===== src/rtl/hsv_cfg_scheduler.sv =====
// Colour-reduce configuration scheduler: applies one sel/val write per vertical blank
// with setup/strobe timing. Optional readback shadows are enabled by HSV_CFG_READBACK_EN.
module hsv_cfg_scheduler #(
    parameter int SETUP_CYCLES = 1,
    parameter int HOLD_CYCLES  = 2
) (
    input  logic       clk,
    input  logic       reset,
    input  logic       req_valid,
    input  logic [1:0] req_sel,
    input  logic [2:0] req_val,
    output logic       req_ready,
    input  logic       vblank,
    output logic [1:0] switch_sels,
    output logic [2:0] switch_vals,
    output logic       change,
    output logic       busy,
    output logic       applied
`ifdef HSV_CFG_READBACK_EN
    ,
    input  logic [1:0] rd_sel,
    output logic [2:0] rd_val
`endif
);

    typedef enum logic [2:0] {
        IDLE,
        WAIT_BLANK,
        SETUP,
        STROBE,
        DONE
    } state_t;

    // Counters hold remaining cycles minus one, so a phase ends when the counter reads zero.
    localparam logic [3:0] SETUP_LD = 4'(SETUP_CYCLES - 1);
    localparam logic [3:0] HOLD_LD  = 4'(HOLD_CYCLES - 1);

    state_t     state_q;
    logic [3:0] cnt_q;
    logic [1:0] cap_sel_q;
    logic [2:0] cap_val_q;
    logic [1:0] sels_q;
    logic [2:0] vals_q;
    logic       change_q;
    logic       busy_q;
    logic       applied_q;

    always_ff @(posedge clk or negedge reset) begin
        if (!reset) begin
            state_q   <= IDLE;
            cnt_q     <= '0;
            cap_sel_q <= '0;
            cap_val_q <= '0;
            sels_q    <= '0;
            vals_q    <= '0;
            change_q  <= 1'b0;
            busy_q    <= 1'b0;
            applied_q <= 1'b0;
        end else begin
            applied_q <= 1'b0;
            case (state_q)
                IDLE: begin
                    if (req_valid) begin
                        cap_sel_q <= req_sel;
                        cap_val_q <= req_val;
                        busy_q    <= 1'b1;
                        state_q   <= WAIT_BLANK;
                    end
                end
                WAIT_BLANK: begin
                    // Outputs to the colour-reduce instances only move on entry to SETUP.
                    if (vblank) begin
                        sels_q  <= cap_sel_q;
                        vals_q  <= cap_val_q;
                        cnt_q   <= SETUP_LD;
                        state_q <= SETUP;
                    end
                end
                SETUP: begin
                    if (cnt_q == 4'd0) begin
                        cnt_q    <= HOLD_LD;
                        change_q <= 1'b1;
                        state_q  <= STROBE;
                    end else begin
                        cnt_q <= cnt_q - 4'd1;
                    end
                end
                STROBE: begin
                    if (cnt_q == 4'd0) begin
                        cnt_q     <= '0;
                        change_q  <= 1'b0;
                        applied_q <= 1'b1;
                        state_q   <= DONE;
                    end else begin
                        cnt_q <= cnt_q - 4'd1;
                    end
                end
                DONE: begin
                    busy_q  <= 1'b0;
                    state_q <= IDLE;
                end
                default: begin
                    change_q <= 1'b0;
                    busy_q   <= 1'b0;
                    cnt_q    <= '0;
                    state_q  <= IDLE;
                end
            endcase
        end
    end

    assign req_ready   = ~busy_q;
    assign busy        = busy_q;
    assign change      = change_q;
    assign applied     = applied_q;
    assign switch_sels = sels_q;
    assign switch_vals = vals_q;

`ifdef HSV_CFG_READBACK_EN
    logic [2:0] shadow_q [4];

    always_ff @(posedge clk or negedge reset) begin
        if (!reset) begin
            for (int i = 0; i < 4; i++) begin
                shadow_q[i] <= '0;
            end
        end else if (state_q == DONE) begin
            shadow_q[cap_sel_q] <= cap_val_q;
        end
    end

    assign rd_val = shadow_q[rd_sel];
`endif

endmodule


===== config.mk =====
export PLATFORM = sky130hd
export DESIGN_NAME = hsv_cfg_scheduler
export DESIGN_NICKNAME = d
export VERILOG_FILES = /design/src/rtl/hsv_cfg_scheduler.sv
export SDC_FILE = /design/constraint.sdc
export NUM_CORES = 1
export LEC_CHECK = 0
export ABC_AREA = 1
export CORE_ASPECT_RATIO = 0.7
export CORE_MARGIN = 8
export CORE_UTILIZATION = 50
export CTS_BUF_LIST = sky130_fd_sc_hd__clkbuf_8
export DETAILED_ROUTE_END_ITERATION = 7
export PLACE_DENSITY = 0.84
export SYNTH_ARGS = -nofsm -noshare
export SYNTH_HDL_FRONTEND = slang
export SYNTH_SLANG_ARGS = --single-unit

===== constraint.sdc =====
create_clock -name clk -period 3.7 [get_ports clk]
set_clock_uncertainty 0.1 [all_clocks]
set_input_delay 0.37 -clock clk [delete_from_list [all_inputs] [get_ports clk]]
set_output_delay 0.37 -clock clk [all_outputs]
set_load 0.1 [all_outputs]

# Yosys cells after proc, flatten, opt, wreduce, memory -nomap -nowiden
# Index checks and enable logic that the tools add are counted.
# W data, S select, Z words.
[word_totals]
input_bits = 9
word_cells = 49
out_inout_bits = 9
regBits = 20
[op_classes]
bitwise = 4
eq_ne = 8
reduce_logical = 11
n_addsub = 1
n_mux = 16
[op_table]
columns = ["cell", "count"]
rows = [
  ["$pmux W4 S4", 1],
  ["$mux W3", 4],
  ["$mux W4", 3],
  ["$pmux W3 S4", 1],
  ["$ne A2 B2 Y1 const B", 4],
  ["$reduce_and A2 Y1", 4],
  ["$eq A3 B2 Y1 const B", 2],
  ["$reduce_or A3 Y1", 2],
  ["$mux W1", 5],
  ["$logic_not A4 Y1", 1],
  ["$not A1 Y1", 4],
  ["$reduce_and A4 Y1", 1],
  ["$sub A4 B1 Y4 const B", 1],
  ["$eq A3 B1 Y1 const B", 1],
  ["$eq A3 B3 Y1 const B", 1],
  ["$logic_not A3 Y1", 1],
  ["$pmux W1 S3", 1],
  ["$reduce_and A3 Y1", 1],
  ["$pmux W1 S2", 1],
  ["$reduce_or A2 Y1", 1],
]

# Depth between registers and ports, before layout
[logic_depth]
depth_word = 4
depth_mapped = 7
depth_no_buf = 7

# Worst setup path before layout
# Ideal clock, no wire load.
[synth_path]
kind = "flip-flop to flip-flop"
startpoint = "reg, netlist name busy"
endpoint = "reg busy_q (netlist: busy)"
required_ps = 3501
path_buffers = 0
slack_ps = 1632
setup_ps = 99
synth_period_minus_slack_ps = 2068
path_stages_with_launch = 3
arrival_ps = 1870
path_cell_list = "dfrtp_1 > inv_1 > o21ai_0"
[synth_rtl]
columns = ["item", "line_no", "rtl"]
rows = [
  ["end signal: assignment", "57", "busy_q <= 1'b0;"],
  ["end signal: assignment", "66", "busy_q <= 1'b1;"],
  ["end signal: assignment", "99", "busy_q <= 1'b0;"],
  ["end: declaration", "45", "logic busy_q;"],
]

# Worst setup path after layout
[layout_path]
startpoint = "reg busy_q (netlist: busy)"
endpoint = "out req_ready"
[layout_via]
elab_chain_len = 1
[layout_rtl]
columns = ["item", "line_no", "rtl"]
rows = [
  ["$not A1 Y1", "112", "assign req_ready = ~busy_q;"],
  ["end: declaration", "12", "output logic req_ready,"],
]
# Every way passes these cells.

==> reports/metrics.csv <==
metric,value,unit
Num CTS Buffers,3,
vias in the first global route,721,
row count,13,
# setup viols final,0,
Vias/cell,4.993,
post-CTS setup buffer count,0,
Total GRT Usage,11.52,%
clk buf depth,2,
total grt overflow,0,
Post-Syn Area,938.4,um2
RSZ-0062 raised after global routing,no,
Min-Delay Path Class,flop to flop,
critical-path cell list,inv_1 > clkdlybuf4s50_1,
die area,0.003541,mm2
clock slew seen by the registers of the worst setup and hold paths,70,ps
largest net degree at the start of global routing,21,
"commonest non-fill, non-tap cells in the layout","nand2_1, dfrtp_1, clkdlybuf4s50_1",
#FFs+latches synth,20,
DRT Pass-1 Iters,5,
Ports,18,
syn avg cell area,8.853,um2
Antenna Cells,0,
Worst Setup End Kind,output port,
Fmax,0.4354,GHz
Worst-Skew Late Latency,260,ps
port bufs,17,
Ys Warns,0,
max_slew headroom,34.98,%
Worst Tran Pin Value,972.3,ps
die height,52.25,um
Initial Utilization,51.98,%
Remaining DRCs,0,
initial antenna violation count,0,
CP Launch Type,flop,
outcome,"finished, final reports clean",
Die X,67.78,um
Fin. Hold Viols,0,
ANT nets after route,0,
crit path DAT,1830,ps
gpl congestion,0.8212,
fin crit period,2297,ps
Pins Over Slew Limit,0,
area grow syn2layout,26.27,%
Max Cap Viol,0,
max incr delay on CP,1130,ps
"leading cell type in the layout, fill and taps excluded",nand2_1,
hold_buf cts,0,
TNS Setup,0,ps
DR vias,734,
DRT Wirelength,1757,um
layout cell share with drive strength beyond 1,12.00,%
post-cts sizing count,0,
HPWL after DPL,1354,um
Core Area,0.001805,mm2
crit path kind,flop to output port,
clk sink count,20,
post-synth cell types,18,
clock tree from TritonCTS,done,
fin crit share,62.08,%
routed length per placed instance,11.95,um
critical path's slowest cell,clkdlybuf4s50_1,
number of H-tree levels,1,
DRC marker count from the first detailed-route iteration,12,
"Max FO, Critical Path",2,
Worst EP required,3230,ps
Mapped Cells,106,
CTS Root Cell,clkbuf_8,
global-route wire length before repair,3084,um
register area share after synthesis,53.33,%
fin nets,137,
Syn Nets,117,
-- final cells by class --
class                           count  area, um2
Timing Repair Buffer               17      170.2
Fill cell                         140      620.6
Multi-Input combinational cell     69      359.1
Inverter                           15      56.30
Sequential cell                    20      500.5
Clock buffer                        3      41.29
Tap cell                           22      27.53
Clock inverter                      1      30.03
-- stage by stage --
step / cell area (um2) / hold WS (ps) / setup WS (ps) / util (%) / cells
after global placement: 1114 / 358.5 / 1692 / 61.68 / 143
after CTS: 1185 / 385.7 / 1389 / 65.63 / 147
after floorplan: 938.4 / -25.59 / 1632 / - / 106
final: 1185 / 386.1 / 1403 / 65.63 / 147
after detailed placement: 1114 / 367.4 / 1680 / 61.68 / 143
after global routing: 1185 / 422.1 / 1349 / 65.63 / 147
-- path summary, 6_finish.rpt --
kind / slack (ps) / to / start / depth (start not counted)
max: 1400 / req_ready / busy / 2
min: 390 / switch_vals[2] / switch_vals[2] / 2
max reg2reg: 2270 / cnt_q[0] / cnt_q[0] / 5
min reg2reg: 390 / switch_vals[2] / switch_vals[2] / 2
max in group asynchronous: 2460 / cap_val_q[1] / reset / 1
min in group asynchronous: 510 / cnt_q[0] / reset / 1
-- metal layers --
layer / vias to the layer above / GRT usage (%) / routed length (um)
met2: 23 / 18.21 / 834
met3: 5 / 3.419 / 122
met5: - / 0 / 0
li1: 368 / - / -
met4: 0 / 6.441 / 42
met1: 338 / 13.78 / 759
-- cells by family (layout without fill, tap and decap cells) --
family / after synthesis / count (layout) / share of synthesized area [%]
flops: 20 / 20 / 53.33
simple gates: 50 / 50 / 23.60
buf+inv: 17 / 36 / 8.399
fa+ha+maj: 2 / 2 / 2.666
compound gates: 16 / 16 / 11.07
xor+xnor: 1 / 1 / 0.9335
-- cells in the mapped netlist --
cell type / count / area, um2
o21ai_0: 4 / 20.02
xor2_1: 1 / 8.760
inv_2: 1 / 3.750
nand2_1: 26 / 97.59
nor2_1: 14 / 52.55
buf_6: 2 / 22.52
o211ai_1: 2 / 15.01
inv_1: 14 / 52.55
ha_1: 2 / 25.02
nand3_1: 2 / 10.01
o21ai_2: 5 / 43.79
nand2_2: 3 / 18.77
dfrtp_1: 20 / 500.5
a21oi_1: 5 / 25.02
nand3_2: 1 / 10.01
nor3_1: 2 / 10.01
nor3_4: 1 / 16.27
nand4_1: 1 / 6.260
-- registers in the layout, summed over array words and instances (netlist names) --
| register | flops |
|---|---|
| applied | 1 |
| busy | 1 |
| cap_sel_q | 2 |
| cap_val_q | 3 |
| change | 1 |
| cnt_q | 4 |
| state_q | 3 |
| switch_sels | 2 |
| switch_vals | 3 |
-- worst max-delay path, delay by kind of cell (launching register included) --
kind | cells | cell delay [ps]
buffers and inverters | 2 | 1190
DFF | 1 | 370
Power is not shown: default switching activity piles up to over one toggle a cycle in this logic, so the estimate is an artifact.
